### src/rtl/video_cfg_sequencer_if.sv
// rtl/video_cfg_sequencer_if.sv - video timing, config request and applied-config bundle
// Purpose: groups the pixel timing inputs, the requested configuration and the
//          applied configuration / geometry outputs of video_cfg_sequencer.
// Ports (signals):
//   ce_pix, HSync, VSync             video source timing
//   req_scandoubler_disable, req_hq2x, req_ypbpr, req_scanlines  requested config
//   scandoubler_disable, hq2x, ypbpr, scanlines, blank           applied config
//   line_len, frame_lines, mode_stable, cfg_busy                 geometry / status
// Modports: master = video source and config requester, slave = sequencer.
interface video_cfg_sequencer_if;
  logic        ce_pix;
  logic        HSync;
  logic        VSync;
  logic        req_scandoubler_disable;
  logic        req_hq2x;
  logic        req_ypbpr;
  logic [1:0]  req_scanlines;
  logic        scandoubler_disable;
  logic        hq2x;
  logic        ypbpr;
  logic [1:0]  scanlines;
  logic        blank;
  logic [11:0] line_len;
  logic [9:0]  frame_lines;
  logic        mode_stable;
  logic        cfg_busy;

  modport master (
    output ce_pix, HSync, VSync,
    output req_scandoubler_disable, req_hq2x, req_ypbpr, req_scanlines,
    input  scandoubler_disable, hq2x, ypbpr, scanlines, blank,
    input  line_len, frame_lines, mode_stable, cfg_busy
  );

  modport slave (
    input  ce_pix, HSync, VSync,
    input  req_scandoubler_disable, req_hq2x, req_ypbpr, req_scanlines,
    output scandoubler_disable, hq2x, ypbpr, scanlines, blank,
    output line_len, frame_lines, mode_stable, cfg_busy
  );
endinterface

### src/rtl/video_cfg_sequencer.sv
// rtl/video_cfg_sequencer.sv - frame-synchronous video config sequencer with geometry tracking
// Purpose: measures line length / frame height, flags stable geometry, and applies
//          disruptive video_mixer config changes only inside a blanked window
//          aligned to VSync falls (watchdog-covered if sync is lost).
// Ports:
//   clk_sys  in   sole clock
//   reset    in   synchronous, active-high
//   vid      slave side of video_cfg_sequencer_if (timing in, requests in,
//            applied config, blank, line_len, frame_lines, mode_stable, cfg_busy out)
module video_cfg_sequencer #(
  parameter int STABLE_FRAMES = 2,
  parameter int SETTLE_FRAMES = 2,
  parameter int TIMEOUT_BITS  = 21
) (
  input  logic                  clk_sys,
  input  logic                  reset,
  video_cfg_sequencer_if.slave  vid
);

  localparam int MW = $clog2(STABLE_FRAMES + 1);
  localparam int SW = $clog2(SETTLE_FRAMES + 1);

  typedef enum logic [2:0] {
    S_IDLE    = 3'd0,
    S_WAIT_VS = 3'd1,
    S_BLANK   = 3'd2,
    S_APPLY   = 3'd3,
    S_SETTLE  = 3'd4
  } state_t;

  state_t state, state_next;

  logic                    hs_d, vs_d, hs_fall, vs_fall;
  logic [11:0]             pix_cnt, line_len_q;
  logic [9:0]              line_cnt, frame_lines_q, lines_closed;
  logic [MW-1:0]           match_cnt;
  logic [SW-1:0]           settle_cnt;
  logic [TIMEOUT_BITS-1:0] wd_cnt;
  logic                    wd_active, ev, cfg_diff;
  logic                    sd_q, hq2x_q, ypbpr_q;
  logic [1:0]              scanlines_q;
  logic                    lat_sd, lat_hq2x, lat_ypbpr;
  logic [1:0]              lat_scanlines;

  assign hs_fall = hs_d & ~vid.HSync;
  assign vs_fall = vs_d & ~vid.VSync;

  // A line ending in the same cycle as the frame belongs to the closing frame.
  assign lines_closed = (hs_fall && line_cnt != 10'h3FF) ? line_cnt + 10'd1 : line_cnt;

  assign wd_active = (state == S_WAIT_VS) || (state == S_BLANK) || (state == S_SETTLE);
  // Watchdog expiry stands in for a VSync fall so a lost sync cannot wedge the FSM.
  assign ev        = vs_fall || (wd_active && (&wd_cnt));
  assign cfg_diff  = (vid.req_scandoubler_disable != sd_q) ||
                     (vid.req_hq2x != hq2x_q) || (vid.req_ypbpr != ypbpr_q);

  always_ff @(posedge clk_sys) begin
    if (reset) state <= S_IDLE;
    else       state <= state_next;
  end

  always_comb begin
    state_next = state;
    case (state)
      S_IDLE:    if (cfg_diff) state_next = S_WAIT_VS;
      S_WAIT_VS: if (ev)       state_next = S_BLANK;
      S_BLANK:   if (ev)       state_next = S_APPLY;
      S_APPLY:                 state_next = S_SETTLE;
      S_SETTLE:  if (ev && settle_cnt == SW'(SETTLE_FRAMES - 1)) state_next = S_IDLE;
      default:                 state_next = S_IDLE;
    endcase
  end

  always_ff @(posedge clk_sys) begin
    if (reset) begin
      hs_d          <= 1'b0;
      vs_d          <= 1'b0;
      pix_cnt       <= '0;
      line_len_q    <= '0;
      line_cnt      <= '0;
      frame_lines_q <= '0;
      match_cnt     <= '0;
      settle_cnt    <= '0;
      wd_cnt        <= '0;
      sd_q          <= 1'b0;
      hq2x_q        <= 1'b0;
      ypbpr_q       <= 1'b0;
      scanlines_q   <= 2'b00;
      lat_sd        <= 1'b0;
      lat_hq2x      <= 1'b0;
      lat_ypbpr     <= 1'b0;
      lat_scanlines <= 2'b00;
    end else begin
      hs_d <= vid.HSync;
      vs_d <= vid.VSync;

      // The ce_pix of the line-end cycle is the first pixel of the new line.
      if (hs_fall) begin
        line_len_q <= pix_cnt;
        pix_cnt    <= {11'd0, vid.ce_pix};
      end else if (vid.ce_pix && pix_cnt != 12'hFFF) begin
        pix_cnt <= pix_cnt + 12'd1;
      end

      if (vs_fall) begin
        frame_lines_q <= lines_closed;
        line_cnt      <= '0;
      end else if (hs_fall && line_cnt != 10'h3FF) begin
        line_cnt <= line_cnt + 10'd1;
      end

      // A newly applied mode must re-earn stability from scratch.
      if (state == S_APPLY) begin
        match_cnt <= '0;
      end else if (vs_fall) begin
        if (lines_closed == frame_lines_q) begin
          if (match_cnt != MW'(STABLE_FRAMES)) match_cnt <= match_cnt + 1'b1;
        end else begin
          match_cnt <= '0;
        end
      end

      if (wd_active && !ev && state_next == state) wd_cnt <= wd_cnt + 1'b1;
      else                                         wd_cnt <= '0;

      if (state == S_APPLY)            settle_cnt <= '0;
      else if (state == S_SETTLE && ev) settle_cnt <= settle_cnt + 1'b1;

      case (state)
        S_IDLE: begin
          if (cfg_diff) begin
            lat_sd        <= vid.req_scandoubler_disable;
            lat_hq2x      <= vid.req_hq2x;
            lat_ypbpr     <= vid.req_ypbpr;
            lat_scanlines <= vid.req_scanlines;
          end else if (vs_fall && vid.req_scanlines != scanlines_q) begin
            // Scanline level is cosmetic: switch at frame boundary without blanking.
            scanlines_q <= vid.req_scanlines;
          end
        end
        S_APPLY: begin
          sd_q        <= lat_sd;
          hq2x_q      <= lat_hq2x;
          ypbpr_q     <= lat_ypbpr;
          scanlines_q <= lat_scanlines;
        end
        default: ;
      endcase
    end
  end

  assign vid.scandoubler_disable = sd_q;
  assign vid.hq2x                = hq2x_q;
  assign vid.ypbpr               = ypbpr_q;
  assign vid.scanlines           = scanlines_q;
  assign vid.blank               = (state == S_BLANK) || (state == S_APPLY) || (state == S_SETTLE);
  assign vid.cfg_busy            = (state != S_IDLE);
  assign vid.line_len            = line_len_q;
  assign vid.frame_lines         = frame_lines_q;
  assign vid.mode_stable         = (match_cnt == MW'(STABLE_FRAMES));

endmodule

### src/flat_wrapper.sv
// flat-port wrapper written by rule: the top's interface ports become plain ports
module video_cfg_sequencer_flat 
#(
  parameter int STABLE_FRAMES = 2,
  parameter int SETTLE_FRAMES = 2,
  parameter int TIMEOUT_BITS  = 21
)
  (clk_sys, reset, vid_ce_pix, vid_HSync, vid_VSync, vid_req_scandoubler_disable, vid_req_hq2x, vid_req_ypbpr, vid_req_scanlines, vid_scandoubler_disable, vid_hq2x, vid_ypbpr, vid_scanlines, vid_blank, vid_line_len, vid_frame_lines, vid_mode_stable, vid_cfg_busy);
  video_cfg_sequencer_if vid_i ();
  input  logic clk_sys;
  input  logic reset;
  input wire logic [$bits(vid_i.ce_pix)-1:0] vid_ce_pix;
  input wire logic [$bits(vid_i.HSync)-1:0] vid_HSync;
  input wire logic [$bits(vid_i.VSync)-1:0] vid_VSync;
  input wire logic [$bits(vid_i.req_scandoubler_disable)-1:0] vid_req_scandoubler_disable;
  input wire logic [$bits(vid_i.req_hq2x)-1:0] vid_req_hq2x;
  input wire logic [$bits(vid_i.req_ypbpr)-1:0] vid_req_ypbpr;
  input wire logic [$bits(vid_i.req_scanlines)-1:0] vid_req_scanlines;
  output wire logic [$bits(vid_i.scandoubler_disable)-1:0] vid_scandoubler_disable;
  output wire logic [$bits(vid_i.hq2x)-1:0] vid_hq2x;
  output wire logic [$bits(vid_i.ypbpr)-1:0] vid_ypbpr;
  output wire logic [$bits(vid_i.scanlines)-1:0] vid_scanlines;
  output wire logic [$bits(vid_i.blank)-1:0] vid_blank;
  output wire logic [$bits(vid_i.line_len)-1:0] vid_line_len;
  output wire logic [$bits(vid_i.frame_lines)-1:0] vid_frame_lines;
  output wire logic [$bits(vid_i.mode_stable)-1:0] vid_mode_stable;
  output wire logic [$bits(vid_i.cfg_busy)-1:0] vid_cfg_busy;
  assign vid_i.ce_pix = vid_ce_pix;
  assign vid_i.HSync = vid_HSync;
  assign vid_i.VSync = vid_VSync;
  assign vid_i.req_scandoubler_disable = vid_req_scandoubler_disable;
  assign vid_i.req_hq2x = vid_req_hq2x;
  assign vid_i.req_ypbpr = vid_req_ypbpr;
  assign vid_i.req_scanlines = vid_req_scanlines;
  assign vid_scandoubler_disable = vid_i.scandoubler_disable;
  assign vid_hq2x = vid_i.hq2x;
  assign vid_ypbpr = vid_i.ypbpr;
  assign vid_scanlines = vid_i.scanlines;
  assign vid_blank = vid_i.blank;
  assign vid_line_len = vid_i.line_len;
  assign vid_frame_lines = vid_i.frame_lines;
  assign vid_mode_stable = vid_i.mode_stable;
  assign vid_cfg_busy = vid_i.cfg_busy;
  video_cfg_sequencer #(.STABLE_FRAMES(STABLE_FRAMES), .SETTLE_FRAMES(SETTLE_FRAMES), .TIMEOUT_BITS(TIMEOUT_BITS)) u_core (.clk_sys(clk_sys), .reset(reset), .vid(vid_i));
endmodule
### config.mk
export PLATFORM = sky130hd
export DESIGN_NAME = video_cfg_sequencer_flat
export DESIGN_NICKNAME = d
export VERILOG_FILES = /design/src/rtl/video_cfg_sequencer_if.sv /design/src/rtl/video_cfg_sequencer.sv /design/src/flat_wrapper.sv
export SDC_FILE = /design/constraint.sdc
export NUM_CORES = 1
export LEC_CHECK = 0
export BUFFER_PORTS_ARGS = -buffer_cell sky130_fd_sc_hd__buf_2
export CAP_MARGIN = 20
export CORE_ASPECT_RATIO = 1.25
export CORE_MARGIN = 1
export CORE_UTILIZATION = 30
export DETAILED_ROUTE_END_ITERATION = 8
export HOLD_SLACK_MARGIN = 0.08
export PLACE_DENSITY_LB_ADDON = 0.12
export SYNTH_ARGS = -nofsm -noshare
export SYNTH_HDL_FRONTEND = slang
export SYNTH_SLANG_ARGS = --single-unit
### constraint.sdc
create_clock -name clk_sys -period 3.1 [get_ports clk_sys]
set_input_delay 0.31 -clock clk_sys [delete_from_list [all_inputs] [get_ports clk_sys]]
set_output_delay 0.31 -clock clk_sys [all_outputs]
set_load 0.005 [all_outputs]
Yosys cells after proc, flatten, opt, wreduce, memory -nomap -nowiden
Cells that the tools add are included.

Output and inout port bits: 30. Input port bits: 10. Word-level logic and storage cells: 88. Register bits after elaboration: 84.

Add/sub/neg operators: 5. Equality and inequality tests: 18. Muxes and demuxes: 13. Bitwise gates (word level): 5. Reductions and logical operators: 28.

Operator list (count): $add A21 B1 Y21 const B (1); $reduce_and A21 Y1 (1); $pmux W3 S5 (1); $add A12 B1 Y12 const B (1); $mux W3 (4); $ne A12 B12 Y1 const B (1); $add A10 B1 Y10 const B (1); $eq A10 B10 Y1 (1); $mux W10 (1); $ne A10 B10 Y1 const B (1); $logic_and A1 B1 Y1 (8); $mux W2 (4); $reduce_or A2 Y1 (4); $logic_or A1 B1 Y1 (7); $eq A3 B2 Y1 const B (2); $ne A2 B2 Y1 const B (3); $add A2 B1 Y2 const B (2); $pmux W2 S2 (1); $reduce_and A2 Y1 (2); $reduce_bool A2 Y1 (2); $eq A3 B1 Y1 const B (1); $eq A3 B3 Y1 (1); $eq A3 B3 Y1 const B (1); $logic_not A3 Y1 (1); 11 further kinds (17).

Longest topological paths before layout
Gate-level depths: netlist of the first run.

Word-level depth: 12. Gate-level depth with buffers: 9. Depth with buffers taken out: 8.

Worst setup path before layout of the first run
Ideal clock, no wire load.

Kind: reg2reg. From: reg u_core.line_cnt[1]. To: reg u_core.match_cnt[0]. Path buffers: 0. Stages on the path, launching flop included: 9. Period minus slack after synthesis: 2399 ps. Slack: 701 ps. Required time: 3030 ps. Library setup time: 70 ps. Data arrival time: 2329 ps. Cells stage by stage: dfxtp_1 ha_1 nand3_1 a2111oi_2 nor3_1 nand4b_1 or4_4 o31a_1 o2bb2ai_1.

Cells in the longest elaborated chain, start to end: 6. Elaborated cells between the ends (all ways): 8. Classes of those cells: 1 x add/sub; 3 x eq/ne; 2 x mux; 2 x reduce/logical.

Ends and longest elaborated chain: start: declaration (line video_cfg_sequencer.sv:35) `logic [9:0] line_cnt, frame_lines_q, lines_closed;`; start signal: assignment (line video_cfg_sequencer.sv:109) `line_cnt <= line_cnt + 10'd1;`; parallel branches: the longest is 2 deep, another holds $add A10 B1 Y10; $mux W10 (*); $eq A10 B10 Y1 (*) (line video_cfg_sequencer.sv:116) `if (lines_closed == frame_lines_q) begin`; $ne A2 B2 Y1 (no source line); $reduce_and A2 Y1 (no source line); end signal: assignment (line video_cfg_sequencer.sv:117) `if (match_cnt != MW'(STABLE_FRAMES)) match_cnt <= match_cnt + 1'b1;`; end: declaration (line video_cfg_sequencer.sv:36) `logic [MW-1:0] match_cnt;`.

Every way passes the cells marked *. A chain may end at the register's enable or synchronous reset.

Final worst setup path of the first run
From: reg u_core.line_cnt[0]. To: reg u_core.match_cnt[0].

Same word-level chain as after synthesis.

==> metrics.yaml, run 1 <==
critical_path:
  crit_start: "u_core.line_cnt[0]"
  cp_max_fo: 8
  required_ps: 3370
  crit_type: "register to register"
  reg2regPathDepth: 8
  regToRegStartpoint: "u_core.line_cnt[0]"
  crit_end: "u_core.match_cnt[0]"
  cp-end-kind: "register"
  reg2reg_to: "u_core.match_cnt[0]"
  crit_path_start_kind: "register"
  worstPathArrival_ps: 3110
  r2r_setup_slack_ps: 260
detailed_routing:
  dr_wl_met3_um: 253
  avgRoutedWirePerCell_um: 13.16
  drc_errors: 0
  wl_met1_mm: 4.046
  num_vias: 3140
  top_layer: "met4"
  wl_met2_mm: 4.206
  antenna_left: 0
  drt-pass1-iter-count: 4
  routed_wl_mm: 8.741
  first_iter_violations: 90
  vias_per_cell: 4.729
cts:
  cts_resized: 0
  cts-hold-fix-buffers: 0
  cts_max_level: 3
  cts_tree: "built"
  clock-sinks: 84
  root_buffer: "clkbuf_16"
  cts_setup_buffers: 0
  cts_buffer_depth: 2
  cts_made_buffers: 9
  path_clk_slew_ps: 70
  clock_latency_ps: 340
finish:
  area_growth_pct: 17.67
  fillers: 1334
  layout.nets: 506
  final-seq-area_um2: 1682
  num_antenna_cells: 0
  utilization_pct: 36.39
  drive_above_1_share_pct: 14.92
  multi_input_area_um2: 2107
  stdcell_area_um2: 4649
place:
  gp_congestion: 0.8029
  postPlaceCellArea_um2: 4284
  place_hpwl_mm: 6.255
  io_buffers: 39
timing:
  setup_viol: 0
  min_period_ps: 2839
  slew_headroom_pct: 38.73
  rsz0062_at_grt: "no"
  skew_ps: 6.185
  finalSetupTns_ps: 0
  finalHoldViolCount: 0
  final_max_slew_viol_count: 0
  period_share_pct: 91.59
  tightest_slew_ps: 914.7
  whs_ps: 207.3
  fmax_mhz: 352.2
logic_synthesis:
  synth_ff_type: "dfxtp_1"
  synthCells: 455
  async_reset_ff_share_pct: 0
  yosys_warnings: 0
  synth-edff-count: 0
  netlist_area_um2: 3951
  post_synth.cell_area_avg_um2: 8.684
  synth_cell_types: 61
  seq_area_frac_synth_pct: 42.56
  synth_nets: 470
  synth_seq_cells: 84
floorplan:
  num_io_pins: 40
  num_rows: 46
  start_util_pct: 30.92
  die_w_um: 104.7
  die-area_um2: 13640
  core_um2: 12780
  die_height_um: 130.3
global_routing:
  grt_usage_pct: 13.80
  antenna_found_initial: 0
  grt_pass1_wl_mm: 14.83
  grt.overflow.total: 0
  grt_max_degree: 25
  grt_pass1_vias: 3064
status:
  status: "complete, no violations"
power:
  ir_worst_vdd_v: 0.0002596
  leakagePower_uw: 0.001766
  pwr_density_cell_nw_per_um2: 554.8
hold_path:
  hp-class: "input port to register"
job:
  maxCapViolations: 0
==> cells by family after synthesis <==
| kind of cell | Yosys count | share of synthesized area, % |
|---|---|---|
| AO/OA/AOI/OAI | 62 | 10.67 |
| XOR/XNOR | 47 | 10.42 |
| adder cells (fa/ha/maj) | 5 | 1.583 |
| buffers and inverters | 33 | 4.116 |
| flip-flops | 84 | 42.56 |
| multiplexers | 18 | 4.655 |
| AND/OR/NAND/NOR | 206 | 26.00 |
==> final cells by class <==
type | instances | area share [%]
multi-input cells | 338 | 45.32
flip-flops and latches | 84 | 36.17
repair buffers | 44 | 5.005
clock buffers | 10 | 4.925
well taps | 168 | 4.521
clock inverters | 6 | 2.933
inverters | 14 | 1.130
==> sequential cells by signal, indices dropped and copies added (netlist names), 2 cells and up <==
signal	count
u_core.vid.line_len	12
u_core.state	3
u_core.match_cnt	2
u_core.vid.frame_lines	10
u_core.pix_cnt	12
u_core.line_cnt	10
u_core.settle_cnt	2
u_core.wd_cnt	21
u_core.lat_scanlines	2
u_core.vid.scanlines	2
==> layer usage <==
| metal | track usage, % | vias up |
|---|---|---|
| met2 | 23.61 | 37 |
| met3 | 2.947 | 17 |
| met5 | 0 | - |
| li1 | - | 1640 |
| met4 | 7.208 | 0 |
| met1 | 16.35 | 1446 |
==> layout by cell type (no fill, tap or decap), types with 2 or more instances in the layout <==
cell type	Yosys	final
dfxtp_1	84	84
nor2_1	73	73
nand2_1	46	46
buf_2	1	39
a21oi_1	25	25
xnor2_1	24	24
xor2_1	23	23
nand3_1	18	18
mux2i_1	15	15
inv_1	14	14
a211oi_1	10	10
nand4_1	10	10
clkbuf_16	0	9
nor3_1	8	8
and3_1	7	7
and2_1	7	7
nand2b_1	6	6
nor2b_1	6	6
ha_1	5	5
buf_4	0	5
and4_1	4	4
o21ai_0	4	4
nand4b_1	4	4
bufinv_16	0	4
a31oi_1	3	3
mux2_1	3	3
o21ai_1	2	2
nor4_1	2	2
o31ai_1	2	2
o2bb2ai_1	2	2
==> critical path: stages (launching register included) <==
cell and delay (ps):
dfxtp_1 500, ha_1 330, nand3_1 200, a2111oi_2 510, nor3_1 90, nand4b_1 180, or4_4 500, nor4_2 300
o2bb2ai_1 160
==> synth_stat cells, types with 3 or more instances <==
cell / instances / area share [%]
nand4_1: 10 / 1.6
nor2_1: 73 / 6.9
buf_6: 3 / 0.85
a211oi_1: 10 / 1.9
and4_1: 4 / 0.89
o21ai_0: 4 / 0.51
nand2b_1: 6 / 0.95
nand2_1: 46 / 4.4
and2_1: 7 / 1.1
nand3_1: 18 / 2.3
mux2_1: 3 / 0.85
nor2b_1: 6 / 0.95
dfxtp_1: 84 / 43
clkbuf_1: 11 / 1.0
and3_1: 7 / 1.1
nor3_1: 8 / 1.0
a31oi_1: 3 / 0.48
mux2i_1: 15 / 3.8
ha_1: 5 / 1.6
xnor2_1: 24 / 5.3
xor2_1: 23 / 5.1
inv_1: 14 / 1.3
a21oi_1: 25 / 3.2
nand4b_1: 4 / 0.89
==> stage by stage <==
step	instances	power [uW]	setup slack, ps
finish	664	2580	260.6
floorplan	455	1244	700.6
global placement	648	1286	411.2
global route	664	2691	77.33
CTS	664	2624	259.3
detailed placement	648	1288	308.7
==> how the worst min path moves through the flow <==
stage	cells after the start	startpoint	to	slack [ps]
global route	2	vid_VSync	u_core.vs_d	210
floorplan	1	u_core.wd_cnt[0]	u_core.wd_cnt[0]	410
finish	2	vid_VSync	u_core.vs_d	210
CTS	2	vid_VSync	u_core.vs_d	200
detailed placement	1	u_core.wd_cnt[0]	u_core.wd_cnt[0]	430
global placement	1	u_core.wd_cnt[0]	u_core.wd_cnt[0]	420
==> power by group <==
part	leakage, uW	internal (uW)	switching, uW
Sequential	0.000680	1100	19.8
Combinational	0.000913	59.2	82.8
Clock	0.000173	871	448
No activity file was read; power rests on OpenSTA's default activity.
==> run 2, diff against run 1 <==
- CELL_PAD_IN_SITES_DETAIL_PLACEMENT: default -> 0
- CELL_PAD_IN_SITES_GLOBAL_PLACEMENT: default -> 2
==> metrics.yaml, run 2 (synthesis gave the netlist of run 1 again) <==
global_routing:
  grt.overflow.total: 0  # unchanged
  grt_pass1_wl_mm: 14.85  # +0.13%
  grt_max_degree: 25  # unchanged
  antenna_found_initial: 0  # unchanged
  grt_pass1_vias: 3039  # -0.82%
  grt_usage_pct: 13.79  # about the same
timing:
  min_period_ps: 2791  # -48.78 ps
  setup_viol: 0  # unchanged
  finalHoldViolCount: 0  # unchanged
  rsz0062_at_grt: "no"
  skew_ps: 6.852  # +0.6665 ps
  slew_headroom_pct: 36.21  # -2.5 points
  whs_ps: 214.9  # +7.577 ps
  period_share_pct: 90.02  # -1.6 points
  final_max_slew_viol_count: 0  # unchanged
  finalSetupTns_ps: 0  # unchanged
  tightest_slew_ps: 952.5  # +37.75 ps
  fmax_mhz: 358.3  # +1.7%
floorplan:
  die-area_um2: 13640  # unchanged
  die_w_um: 104.7  # unchanged
  start_util_pct: 30.92  # unchanged
  core_um2: 12780  # unchanged
  num_rows: 46  # unchanged
  die_height_um: 130.3  # unchanged
  num_io_pins: 40  # unchanged
critical_path:
  crit_chain: "ha_1 -> nand3_1 -> a2111oi_2 -> nor3_1 -> nand4b_1 -> or4_4 -> nor4_2 -> o2bb2ai_1"
  cp_max_fo: 8  # unchanged
  cpPeakStageDelay_ps: 510  # about the same
  crit_path_start_kind: "register"
  path_buf_inv: 0  # unchanged
  crit_type: "register to register"
  crit_family: "simple AND/OR/NAND/NOR gates"
  worstPathArrival_ps: 3060  # -50 ps
  cp-end-kind: "register"
  cpMaxStageDelayCell: "or4_4"
  required_ps: 3370  # about the same
finish:
  utilization_pct: 36.04  # -0.35 points
  num_antenna_cells: 0  # unchanged
  largest_reg_flops: 21  # unchanged
  top_register: "u_core.wd_cnt"
  layout.nets: 507  # +0.20%
  layout_common_cells: "dfxtp_1, nor2_1, nand2_1, buf_2, a21oi_1"
  layout_commonest_cell: "dfxtp_1"
  area_growth_pct: 16.53
  drive_above_1_share_pct: 14.78  # -0.14 points
cts:
  cts_tree: "built"
  cts_max_level: 3  # unchanged
  clock_latency_ps: 330  # about the same
  cts-hold-fix-buffers: 0  # unchanged
  cts_made_buffers: 9  # unchanged
  cts_resized: 0  # unchanged
  cts_setup_buffers: 0  # unchanged
  clock-sinks: 84  # unchanged
  root_buffer: "clkbuf_16"
  path_clk_slew_ps: 60  # about the same
  cts_buffer_depth: 2  # unchanged
status:
  status: "complete, no violations"
job:
  maxCapViolations: 0  # unchanged
detailed_routing:
  drc_errors: 0  # unchanged
  vias_per_cell: 4.775  # +0.97%
  drt-pass1-iter-count: 4  # unchanged
  antenna_left: 0  # unchanged
  num_vias: 3161  # +0.67%
  routed_wl_mm: 8.858  # +1.3%
  avgRoutedWirePerCell_um: 13.38  # +1.6%
  first_iter_violations: 76  # -16%
power:
  ir_worst_vdd_v: 0.0002293  # -12%
  pwr_density_cell_nw_per_um2: 523.2  # -5.7%
  totalPowerFinal_uw: 2409  # -6.6%
  leakagePower_uw: 0.001751  # -0.85%
hold_path:
  hp-class: "input port to register"
place:
  io_buffers: 39  # unchanged
  place_hpwl_mm: 6.396  # +2.3%
  gp_congestion: 0.8039  # +0.12%
-- run 2: final timing paths --
kind                            from  cells after the start                  end  slack (ps)
hold / removal             vid_VSync                      2          u_core.vs_d         210
hold reg to reg     u_core.wd_cnt[0]                      1     u_core.wd_cnt[0]         440
setup reg to reg  u_core.line_cnt[0]                      8  u_core.match_cnt[1]         310
setup / recovery  u_core.line_cnt[0]                      8  u_core.match_cnt[1]         310
-- run 2: where the power goes --
| part | switching (uW) | leakage, uW | internal, uW |
|---|---|---|---|
| Clock | 411 | 0.000154 | 736 |
| Sequential | 19.7 | 0.000680 | 1100 |
| Combinational | 82.5 | 0.000918 | 59.9 |
-- run 2: stage by stage --
| stage | setup WS, ps | instance area (um2) | instances |
|---|---|---|---|
| floorplan | 700.6 | 3951 | 455 |
| global placement | 397.2 | 4292 | 649 |
| detailed placement | 314.8 | 4292 | 649 |
| CTS | 296.4 | 4604 | 662 |
| global route | 163.7 | 4604 | 662 |
| finish | 309.4 | 4604 | 662 |
-- run 2: cell type report --
type	instances	area, um2
Tap cell	168	210.2
Fill cell	1377	8173
Clock buffer	11	252.7
Clock inverter	2	60.06
Timing Repair Buffer	45	240.2
Sequential cell	84	1682
Inverter	14	52.55
Multi-Input combinational cell	338	2107
-- run 2: metal layers --
metal	up-vias	wire length, um	GRT usage [%]
met3	14	241	2.498
met2	38	4198	24.04
met5	-	0	0
met4	0	152	5.965
li1	1636	-	-
met1	1473	4265	16.73
==> run 3, diff against run 2 <==
- PLACE_DENSITY: default -> 0.72
- PLACE_DENSITY_LB_ADDON: 0.12 -> default
==> metrics.yaml, run 3 (synthesis gave the netlist of run 1 again) <==
timing:
  rsz0062_at_grt: "no"
  tightest_slew_ps: 878.7  # -73.74 ps
  skew_ps: 4.849  # -2.003 ps
  fmax_mhz: 354.9  # -0.97%
  whs_ps: 219.9  # +5.026 ps
  min_period_ps: 2818  # +27.39 ps
  finalHoldViolCount: 0  # unchanged
  final_max_slew_viol_count: 0  # unchanged
  period_share_pct: 90.90  # +0.88 points
  setup_viol: 0  # unchanged
  slew_headroom_pct: 41.14  # +4.9 points
  finalSetupTns_ps: 0  # unchanged
  setup_ws_ps: 282.0  # -27.39 ps
finish:
  largest_reg_flops: 21  # unchanged
  layout_common_cells: "dfxtp_1, nor2_1, nand2_1, buf_2, a21oi_1"
  utilization_pct: 35.76  # -0.27 points
  top_register: "u_core.wd_cnt"
  area_growth_pct: 15.64
  stdcell_area_um2: 4569  # -0.76%
  drive_above_1_share_pct: 14.34  # -0.43 points
  layout_commonest_cell: "dfxtp_1"
  layout.nets: 506  # -0.20%
  num_antenna_cells: 0  # unchanged
status:
  status: "complete, no violations"
floorplan:
  start_util_pct: 30.92  # unchanged
  num_io_pins: 40  # unchanged
  core_um2: 12780  # unchanged
  die_w_um: 104.7  # unchanged
  die-area_um2: 13640  # unchanged
  die_height_um: 130.3  # unchanged
  num_rows: 46  # unchanged
critical_path:
  crit_path_start_kind: "register"
  required_ps: 3370  # about the same
  worstPathArrival_ps: 3090  # +30 ps
  regToRegStartpoint: "u_core.line_cnt[0]"
  cp_max_fo: 8  # unchanged
  cp-end-kind: "register"
  crit_type: "register to register"
  crit_start: "u_core.line_cnt[0]"
hold_path:
  hold_path.startpoint: "vid_VSync"
  hp-class: "input port to register"
detailed_routing:
  drc_errors: 0  # unchanged
  first_iter_violations: 78  # +2.6%
  num_vias: 3190  # +0.92%
  drt-pass1-iter-count: 4  # unchanged
  vias_per_cell: 4.811  # +0.77%
  avgRoutedWirePerCell_um: 13.49  # +0.84%
  antenna_left: 0  # unchanged
  routed_wl_mm: 8.946  # +0.99%
cts:
  cts_resized: 0  # unchanged
  clock-sinks: 84  # unchanged
  path_clk_slew_ps: 60  # about the same
  cts_made_buffers: 9  # unchanged
  clock_latency_ps: 340  # about the same
  cts_buffer_depth: 2  # unchanged
  cts_max_level: 3  # unchanged
  root_buffer: "clkbuf_16"
  cts-hold-fix-buffers: 0  # unchanged
  cts_setup_buffers: 0  # unchanged
  cts_tree: "built"
global_routing:
  grt_pass1_vias: 3135  # +3.2%
  grt_pass1_wl_mm: 15.10  # +1.7%
  grt.overflow.total: 0  # unchanged
  grt_usage_pct: 14.11  # +0.33 points
  grt_max_degree: 23  # -8.0%
  antenna_found_initial: 0  # unchanged
power:
  ir_worst_vdd_v: 0.0002635  # +15%
  pwr_density_cell_nw_per_um2: 506.1  # -3.3%
  leakagePower_uw: 0.001733  # -1.0%
place:
  place_hpwl_mm: 6.444  # +0.74%
  io_buffers: 39  # unchanged
  postPlaceCellArea_um2: 4284  # -0.17%
  gp_congestion: 0.7970  # -0.86%
  dpl_worst_slack_ps: 304.7  # -10.03 ps
job:
  maxCapViolations: 0  # unchanged
-- run 3: worst paths after layout --
check	to	depth (start not counted)	slack [ps]
max	u_core.match_cnt[0]	8	280
min	u_core.vs_d	2	220
max reg2reg	u_core.match_cnt[0]	8	280
min reg2reg	u_core.vid.line_len[4]	2	450
-- run 3: worst max-delay path, stage by stage (launching register included) --
cell and delay (ps):
dfxtp_1 490, ha_1 320, nand3_1 200, a2111oi_2 500
nor3_1 100, nand4b_1 180, or4_4 500, nor4_2 290
o2bb2ai_1 160
-- run 3: report_power, final --
part | internal [uW] | switching [uW] | leakage (uW)
registers | 1100 | 19.6 | 0.000680
logic | 59.2 | 83.1 | 0.000913
clock network | 641 | 410 | 0.000140
total | 1800 | 513 | 0.00173
-- run 3: final cells by class --
| cell class | instances | area [um2] |
|---|---|---|
| timing repair buffer | 44 | 232.7 |
| inverter | 14 | 52.55 |
| multi-input combinational | 338 | 2107 |
| fill | 1356 | 8208 |
| clock buffer | 13 | 250.2 |
| clock inverter | 2 | 35.03 |
| sequential | 84 | 1682 |
| tap | 168 | 210.2 |
-- run 3: routing by layer --
layer  wire (um)  vias to the layer above  track usage (%)  part of all wire [%]
met5           0                        -                0                     0
met2        4488                       40            24.66                    50
met1        3984                     1506            16.06                    45
li1            -                     1632                -                     -
met3         296                       12            3.646                   3.3
met4         176                        0            7.042                   2.0
-- run 3: through the flow --
step	total power, uW	cells
4_1_cts	2365	663
2_1_floorplan	1244	455
3_3_place_gp	1286	648
3_5_place_dp	1288	648
6_report	2312	663
5_1_grt	2414	663
